--- config.mk ---
export PLATFORM = sky130hd
export DESIGN_NAME = serv_ctrl_wide_flat
export DESIGN_NICKNAME = d
export VERILOG_FILES = /design/src/rtl/serv_ctrl_wide_if.sv /design/src/rtl/serv_ctrl_wide.sv /design/src/flat_wrapper.sv
export SDC_FILE = /design/constraint.sdc
export NUM_CORES = 1
export LEC_CHECK = 0
export CORE_ASPECT_RATIO = 1.25
export CORE_MARGIN = 5
export CORE_UTILIZATION = 49
export CTS_BUF_LIST = sky130_fd_sc_hd__clkbuf_8
export CTS_CLUSTER_SIZE = 30
export DETAILED_ROUTE_END_ITERATION = 12
export GPL_TIMING_DRIVEN = 0
export PLACE_DENSITY = 0.81
export SLEW_MARGIN = 15
export SYNTH_ARGS = -nofsm -noshare
export SYNTH_HDL_FRONTEND = slang
export SYNTH_SLANG_ARGS = --single-unit
--- constraint.sdc ---
create_clock -name clk -period 2.8 [get_ports clk]
set_clock_uncertainty 0.05 [all_clocks]
set_input_delay 0.56 -clock clk [delete_from_list [all_inputs] [get_ports clk]]
set_output_delay 0.56 -clock clk [all_outputs]
set_load 0.005 [all_outputs]
--- src/rtl/serv_ctrl_wide_if.sv ---
// Bundle between decode/state, serv_ctrl_wide and the instruction bus.
// SERV_CTRL_COMPRESSED_EN adds the i_compressed strobe.
interface serv_ctrl_wide_if #(
  parameter int W = 1
) ();
  // No valid/ready pair here. i_pc_en qualifies every input chunk, and the
  // unit consumes that chunk on the same rising edge. o_rd describes the
  // chunk currently presented. o_done is a one-cycle pulse after the final
  // chunk. o_ibus_adr is only a stable address while no update is in flight.
  logic         i_pc_en;
  logic         i_jump;
  logic         i_jal_or_jalr;
  logic         i_utype;
  logic         i_pc_rel;
  logic         i_trap;
  logic [W-1:0] i_imm;
  logic [W-1:0] i_buf;
  logic [W-1:0] i_csr_pc;
`ifdef SERV_CTRL_COMPRESSED_EN
  logic         i_compressed;
`endif
  logic [W-1:0] o_rd;
  logic         o_bad_pc;
  logic         o_done;
  logic [31:0]  o_ibus_adr;

  modport master (
    output i_pc_en, i_jump, i_jal_or_jalr, i_utype, i_pc_rel, i_trap,
           i_imm, i_buf, i_csr_pc,
`ifdef SERV_CTRL_COMPRESSED_EN
    output i_compressed,
`endif
    input  o_rd, o_bad_pc, o_done, o_ibus_adr
  );

  modport slave (
    input  i_pc_en, i_jump, i_jal_or_jalr, i_utype, i_pc_rel, i_trap,
           i_imm, i_buf, i_csr_pc,
`ifdef SERV_CTRL_COMPRESSED_EN
    input  i_compressed,
`endif
    output o_rd, o_bad_pc, o_done, o_ibus_adr
  );
endinterface

--- src/rtl/serv_ctrl_wide.sv ---
// Chunked (W = 1/2/4 bits per enabled cycle) PC / link / U-type unit.
// Optional feature macro: SERV_CTRL_COMPRESSED_EN (PC+2 for 16-bit instructions, no bit-1 fault).
module serv_ctrl_wide #(
  parameter int          W        = 1,
  parameter logic [31:0] RESET_PC = 32'd0,
  parameter bit          WITH_CSR = 1'b1
) (
  input  logic            clk,
  input  logic            i_rst,
  serv_ctrl_wide_if.slave bus
);
  localparam int N       = 32 / W;
  localparam int CW      = $clog2(N);
  localparam int UCNT    = 12 / W;
  localparam int B1_CNT  = (W == 1) ? 1 : 0;
  localparam int B1_POS  = (W == 1) ? 0 : 1;

  generate
    if (!(W == 1 || W == 2 || W == 4)) begin : g_bad_w
      $error("serv_ctrl_wide: W must be 1, 2 or 4");
    end
    if ($bits(bus.i_imm) != W) begin : g_bad_if_w
      $error("serv_ctrl_wide: interface W differs from module W");
    end
  endgenerate

  logic [CW-1:0] cnt_q, cnt_d;
  logic          cy4_q, cy4_d;
  logic          cyo_q, cyo_d;
  logic [31:0]   adr_q, adr_d;
  logic          bad_q, bad_d;
  logic          done_q, done_d;

  logic          first_c;
  logic          trap_eff;
  logic [31:0]   inc_word;
  logic [31:0]   inc_sh;
  logic [W-1:0]  pc_c, inc_c, a_c, b_c;
  logic [W:0]    sum4, sumo;
  logic [W-1:0]  p4, po, po_al, csr_al, new_c;
  logic          bad_set;

  always_comb begin
    first_c  = (cnt_q == '0);
    trap_eff = WITH_CSR && bus.i_trap;
`ifdef SERV_CTRL_COMPRESSED_EN
    inc_word = bus.i_compressed ? 32'd2 : 32'd4;
`else
    inc_word = 32'd4;
`endif
    inc_sh = inc_word >> (W * int'(cnt_q));
    inc_c  = inc_sh[W-1:0];
    pc_c   = adr_q[W-1:0];

    // Carry-in is forced to zero on chunk 0 so nothing leaks between updates.
    sum4 = {1'b0, pc_c} + {1'b0, inc_c} + {{W{1'b0}}, (first_c ? 1'b0 : cy4_q)};
    p4   = sum4[W-1:0];

    a_c = bus.i_pc_rel ? pc_c : '0;
    if (bus.i_utype) b_c = (cnt_q >= CW'(UCNT)) ? bus.i_imm : '0;
    else             b_c = bus.i_buf;
    sumo = {1'b0, a_c} + {1'b0, b_c} + {{W{1'b0}}, (first_c ? 1'b0 : cyo_q)};
    po   = sumo[W-1:0];

    po_al  = po;
    csr_al = bus.i_csr_pc;
    if (first_c) begin
      po_al[0]  = 1'b0;
      csr_al[0] = 1'b0;
    end

    if (trap_eff)         new_c = csr_al;
    else if (bus.i_jump)  new_c = po_al;
    else                  new_c = p4;

    bus.o_rd = (bus.i_utype ? po : '0) | (bus.i_jal_or_jalr ? p4 : '0);

`ifdef SERV_CTRL_COMPRESSED_EN
    bad_set = 1'b0;
`else
    bad_set = bus.i_jump && !trap_eff && (cnt_q == CW'(B1_CNT)) && po[B1_POS];
`endif
  end

  always_comb begin
    cnt_d  = cnt_q;
    cy4_d  = cy4_q;
    cyo_d  = cyo_q;
    adr_d  = adr_q;
    bad_d  = bad_q;
    done_d = 1'b0;
    if (bus.i_pc_en) begin
      cnt_d  = cnt_q + CW'(1);
      cy4_d  = sum4[W];
      cyo_d  = sumo[W];
      adr_d  = {new_c, adr_q[31:W]};
      done_d = (cnt_q == CW'(N - 1));
      if (first_c) bad_d = 1'b0;
      if (bad_set) bad_d = 1'b1;
    end
  end

  always_ff @(posedge clk) begin
    if (i_rst) begin
      cnt_q  <= '0;
      cy4_q  <= 1'b0;
      cyo_q  <= 1'b0;
      adr_q  <= RESET_PC;
      bad_q  <= 1'b0;
      done_q <= 1'b0;
    end else begin
      cnt_q  <= cnt_d;
      cy4_q  <= cy4_d;
      cyo_q  <= cyo_d;
      adr_q  <= adr_d;
      bad_q  <= bad_d;
      done_q <= done_d;
    end
  end

  assign bus.o_ibus_adr = adr_q;
  assign bus.o_bad_pc   = bad_q;
  assign bus.o_done     = done_q;
endmodule
--- src/flat_wrapper.sv ---
// flat-port wrapper written by rule: the top's interface ports become plain ports
module serv_ctrl_wide_flat 
#(
  parameter int          W        = 1,
  parameter logic [31:0] RESET_PC = 32'd0,
  parameter bit          WITH_CSR = 1'b1
)
  (clk, i_rst, bus_i_pc_en, bus_i_jump, bus_i_jal_or_jalr, bus_i_utype, bus_i_pc_rel, bus_i_trap, bus_i_imm, bus_i_buf, bus_i_csr_pc, bus_o_rd, bus_o_bad_pc, bus_o_done, bus_o_ibus_adr);
  serv_ctrl_wide_if #(.W(W)) bus_i ();
  input  logic clk;
  input  logic i_rst;
  input wire logic [$bits(bus_i.i_pc_en)-1:0] bus_i_pc_en;
  input wire logic [$bits(bus_i.i_jump)-1:0] bus_i_jump;
  input wire logic [$bits(bus_i.i_jal_or_jalr)-1:0] bus_i_jal_or_jalr;
  input wire logic [$bits(bus_i.i_utype)-1:0] bus_i_utype;
  input wire logic [$bits(bus_i.i_pc_rel)-1:0] bus_i_pc_rel;
  input wire logic [$bits(bus_i.i_trap)-1:0] bus_i_trap;
  input wire logic [$bits(bus_i.i_imm)-1:0] bus_i_imm;
  input wire logic [$bits(bus_i.i_buf)-1:0] bus_i_buf;
  input wire logic [$bits(bus_i.i_csr_pc)-1:0] bus_i_csr_pc;
  output wire logic [$bits(bus_i.o_rd)-1:0] bus_o_rd;
  output wire logic [$bits(bus_i.o_bad_pc)-1:0] bus_o_bad_pc;
  output wire logic [$bits(bus_i.o_done)-1:0] bus_o_done;
  output wire logic [$bits(bus_i.o_ibus_adr)-1:0] bus_o_ibus_adr;
  assign bus_i.i_pc_en = bus_i_pc_en;
  assign bus_i.i_jump = bus_i_jump;
  assign bus_i.i_jal_or_jalr = bus_i_jal_or_jalr;
  assign bus_i.i_utype = bus_i_utype;
  assign bus_i.i_pc_rel = bus_i_pc_rel;
  assign bus_i.i_trap = bus_i_trap;
  assign bus_i.i_imm = bus_i_imm;
  assign bus_i.i_buf = bus_i_buf;
  assign bus_i.i_csr_pc = bus_i_csr_pc;
  assign bus_o_rd = bus_i.o_rd;
  assign bus_o_bad_pc = bus_i.o_bad_pc;
  assign bus_o_done = bus_i.o_done;
  assign bus_o_ibus_adr = bus_i.o_ibus_adr;
  serv_ctrl_wide #(.W(W), .RESET_PC(RESET_PC), .WITH_CSR(WITH_CSR)) u_core (.clk(clk), .i_rst(i_rst), .bus(bus_i));
endmodule
==> key figures <==
Run status
  • Status: finished, violations left
  • Failing checks: negative setup slack

Placement
  • Detail Placement HPWL: 2380 um
  • RePlAce Congestion: 0.770
  • Placed cell area: 2140 um^2
  • # port buffers: 44

Synthesis
  • Synth top area share: 49.6%
  • Yosys Warn Count: 0
  • Syn Area/Cell: between 10 and 15 um^2
  • Post-Syn Area: 1660 um^2
  • Synth area leaders: dfxtp_1 (50%), mux2i_1 (21%), nor2_1 (9.1%), ha_1 (3.0%), fa_1 (2.4%)
  • Post-Syn Nets: 178
  • Post-synthesis sequential area ratio: 49.6%
  • Yosys reg bits: 41
  • Post-Syn Instances: 161
  • Synth area leader: dfxtp_1
  • Yosys cell types: 26

Global routing
  • First-pass GRT wire length: between 5000 and 6000 um
  • Largest net degree at the start of global routing: 13
  • Initial antenna violation count: 0
  • Gr usage total: 16.4%
  • Grt ovf: 0
  • Vias in the first global route: 1314

Clocking
  • Clk_lat worst skew: 0.29 ns
  • CTS tree: yes
  • Clk buf depth: 2
  • Clk root buf: clkbuf_8
  • # clock sinks: 41
  • Clock-pin transition on the worst setup and hold timing paths: 0.07 ns
  • Htree depth: 2
  • CTS Buf Count: 5
  • Hold_buf cts: 0

Worst setup path
  • Type of the worst setup path: reg -> out
  • CP cell instances: inv_2 > ha_4 > or4b_4 > and2_4 > fa_1 > a22o_1 > buf_2
  • Largest fanout on the critical path: 3
  • FF-to-FF setup slack: 0.21 ns
  • WP data required: roughly 2.2 ns
  • CP max stage cell: fa_1
  • Reg2Reg Depth: 10
  • CP Data Arrival Time: 2.30 ns
  • Crit start category: flop
  • Worst Setup SP: u_core.cnt_q[1]
  • Crit path capture type: output pin
  • RR Startpoint: u_core.cnt_q[1]
  • Worst path max stage delay: roughly 0.50 ns

Drt
  • Vias per inst: between 5 and 6
  • Initial DRC count: 19
  • Final antenna-violating net count: 0
  • Residual DRC: 0
  • WL/cell: approximately 13 um
  • Total iterations of the first detailed-routing run: 4
  • Total Wirelength: 3450 um
  • Vias: 1287

STA
  • Max Freq: 0.344 GHz
  • Worst setup margin: -0.106 ns
  • Final Cycle Share: 104%
  • Setup repair after global routing missed its margin: true
  • Final hold violations: 0
  • Final setup vio count: 1
  • Slew Limit Fails: 0
  • Headroom to the max-slew limit: a little over two thirds
  • Hold WS: 0.443 ns
  • Minimum clock period: 2.91 ns
  • Worst Max-Slew Pin Slew: 0.451 ns

Worst hold path
  • HP Start: u_core.bus.o_bad_pc
  • Hold depth: 2
  • Min-delay worst type: reg -> reg

Die
  • Core area: 3220 um^2
  • Initial Utilization: 51.4%
  • Die width: 62.0 um
  • IO Pins: 46
  • Rows: 23
  • Die area: 4650 um^2
  • Die height: 75.0 um

Power
  • Worst IR Drop VDD: around 0.40 mV
  • Internal: 814 uW
  • Seq pwr share: 56.0%
  • Clock share of power: between 30 and 40%
  • Combinational share of power: 10.1%
  • P_leak: about 0.0010 uW
  • Psw: approximately 240 uW
  • PD cells: 461 nW/um^2
  • Switching Fraction: 23.1%

Layout
  • Commonest non-fill, non-tap cell in the layout: clkdlybuf4s50_1
  • N_diodes: 0
  • Number of fill cells: 255
  • Nets: between 200 and 250
  • Final instance area: 2290 um^2
  • Multi-input logic area: a little under 800 um^2
  • Commonest non-fill, non-tap cells in the layout: clkdlybuf4s50_1 (43), nor2_1 (40), dfxtp_1 (39)
  • Storage cell area: about 830 um^2
  • Area growth from synthesis to layout: 38.6%
  • Layout cells sized above 1: 12.7%

Run
  • # Max-Cap Violations: 0
## worst max-delay path, delay by kind of cell, from the launching register on
kind / cells / cell delay [ns]
flops: 1 / 0.33
simple gates: 2 / 0.62
buf+inv: 2 / 0.19
fa+ha+maj: 2 / 0.63
compound gates: 1 / 0.23
## routing by layer
layer | share of wire [%] | vias to the layer above | routed length (um) | track usage, %
met5 | 0 | - | 0 | 0
met3 | 6.1 | 8 | 211 | 5.66
met1 | 44 | 589 | 1530 | 19.2
li1 | - | 656 | - | -
met2 | 48 | 34 | 1660 | 26.7
met4 | 1.6 | 0 | 54 | 6.84
## worst paths after layout
path | endpoint
max reg2reg | u_core.bus.o_ibus_adr[31]
min reg2reg | u_core.bus.o_bad_pc
max | bus_o_rd
min | u_core.bus.o_bad_pc
## synth_stat cells, drive strengths merged
cell type	n
o21ai	2
dfxtp	41
nand3	1
and2	3
and3	2
a21o	1
a22o	1
clkbuf	4
xnor2	1
a21oi	1
a22oi	1
a211oi	1
fa	2
mux2i	35
nor3	1
and3b	2
ha	4
nor2	40
xor2	2
nand2	2
inv	4
nand4	2
or4b	2
o2bb2ai	1
buf	5
## cell type report
class                           instances  area share, %
Tap cell                               37           2.02
Multi-Input combinational cell        107           34.6
Timing Repair Buffer                   51           21.3
Sequential cell                        41           36.0
Buffer                                  9           1.74
Inverter                                4          0.763
Clock inverter                          3          0.600
Clock buffer                            5           3.00
## registers in the layout, indices dropped and copies added, names as in the netlist
| signal | count |
|---|---|
| u_core.cyo_q | 1 |
| u_core.cnt_q | 5 |
| u_core.bus.o_ibus_adr | 32 |
| u_core.bus.o_done | 1 |
| u_core.cy4_q | 1 |
| u_core.bus.o_bad_pc | 1 |
## per-stage QoR
| stage | setup TNS, ns | utilization [%] | worst slack [ns] | total power, uW | std cells |
|---|---|---|---|---|---|
| floorplan | 0 | - | 0.297 | 662 | 161 |
| global placement | -0.234 | 66.5 | -0.234 | 692 | 242 |
| detailed placement | -0.290 | 66.5 | -0.290 | 694 | 242 |
| CTS | -0.0850 | 70.7 | -0.0850 | 1070 | 255 |
| global route | -0.162 | 71.2 | -0.162 | 1110 | 257 |
| finish | -0.106 | 71.2 | -0.106 | 1060 | 257 |
## what timing repair did
item | CTS | global route
gates cloned | 0 | 0
buffers inserted | 5 | 2
pin swaps | 5 | 2
endpoints found under the setup margin | 1 | 1
resized for setup | 13 | 0
## power by group through the flow
stage | clock (uW) | combinational [uW] | sequential (uW)
3_5_place_dp | 0 | 86.5 | 607
5_1_grt | 397 | 117 | 594
2_1_floorplan | 0 | 56.2 | 606
3_3_place_gp | 0 | 84.5 | 607
6_report | 359 | 107 | 593
4_1_cts | 370 | 103 | 593
## kinds of logic (layout without fill, tap and decap cells)
logic type                 after synthesis  after routing  share of synthesized area [%]
xor gates and xnor gates                 3              3                           1.59
buffers and inverters                   13             72                           3.33
muxes                                   35             35                           21.2
DFF                                     41             41                           49.6
AOI/OAI and AO/OA                        8              8                           3.63
and+or+nand+nor                         55             55                           15.3
adders and majority gates                6              6                           5.44
Power figures use the tool's default switching activity.
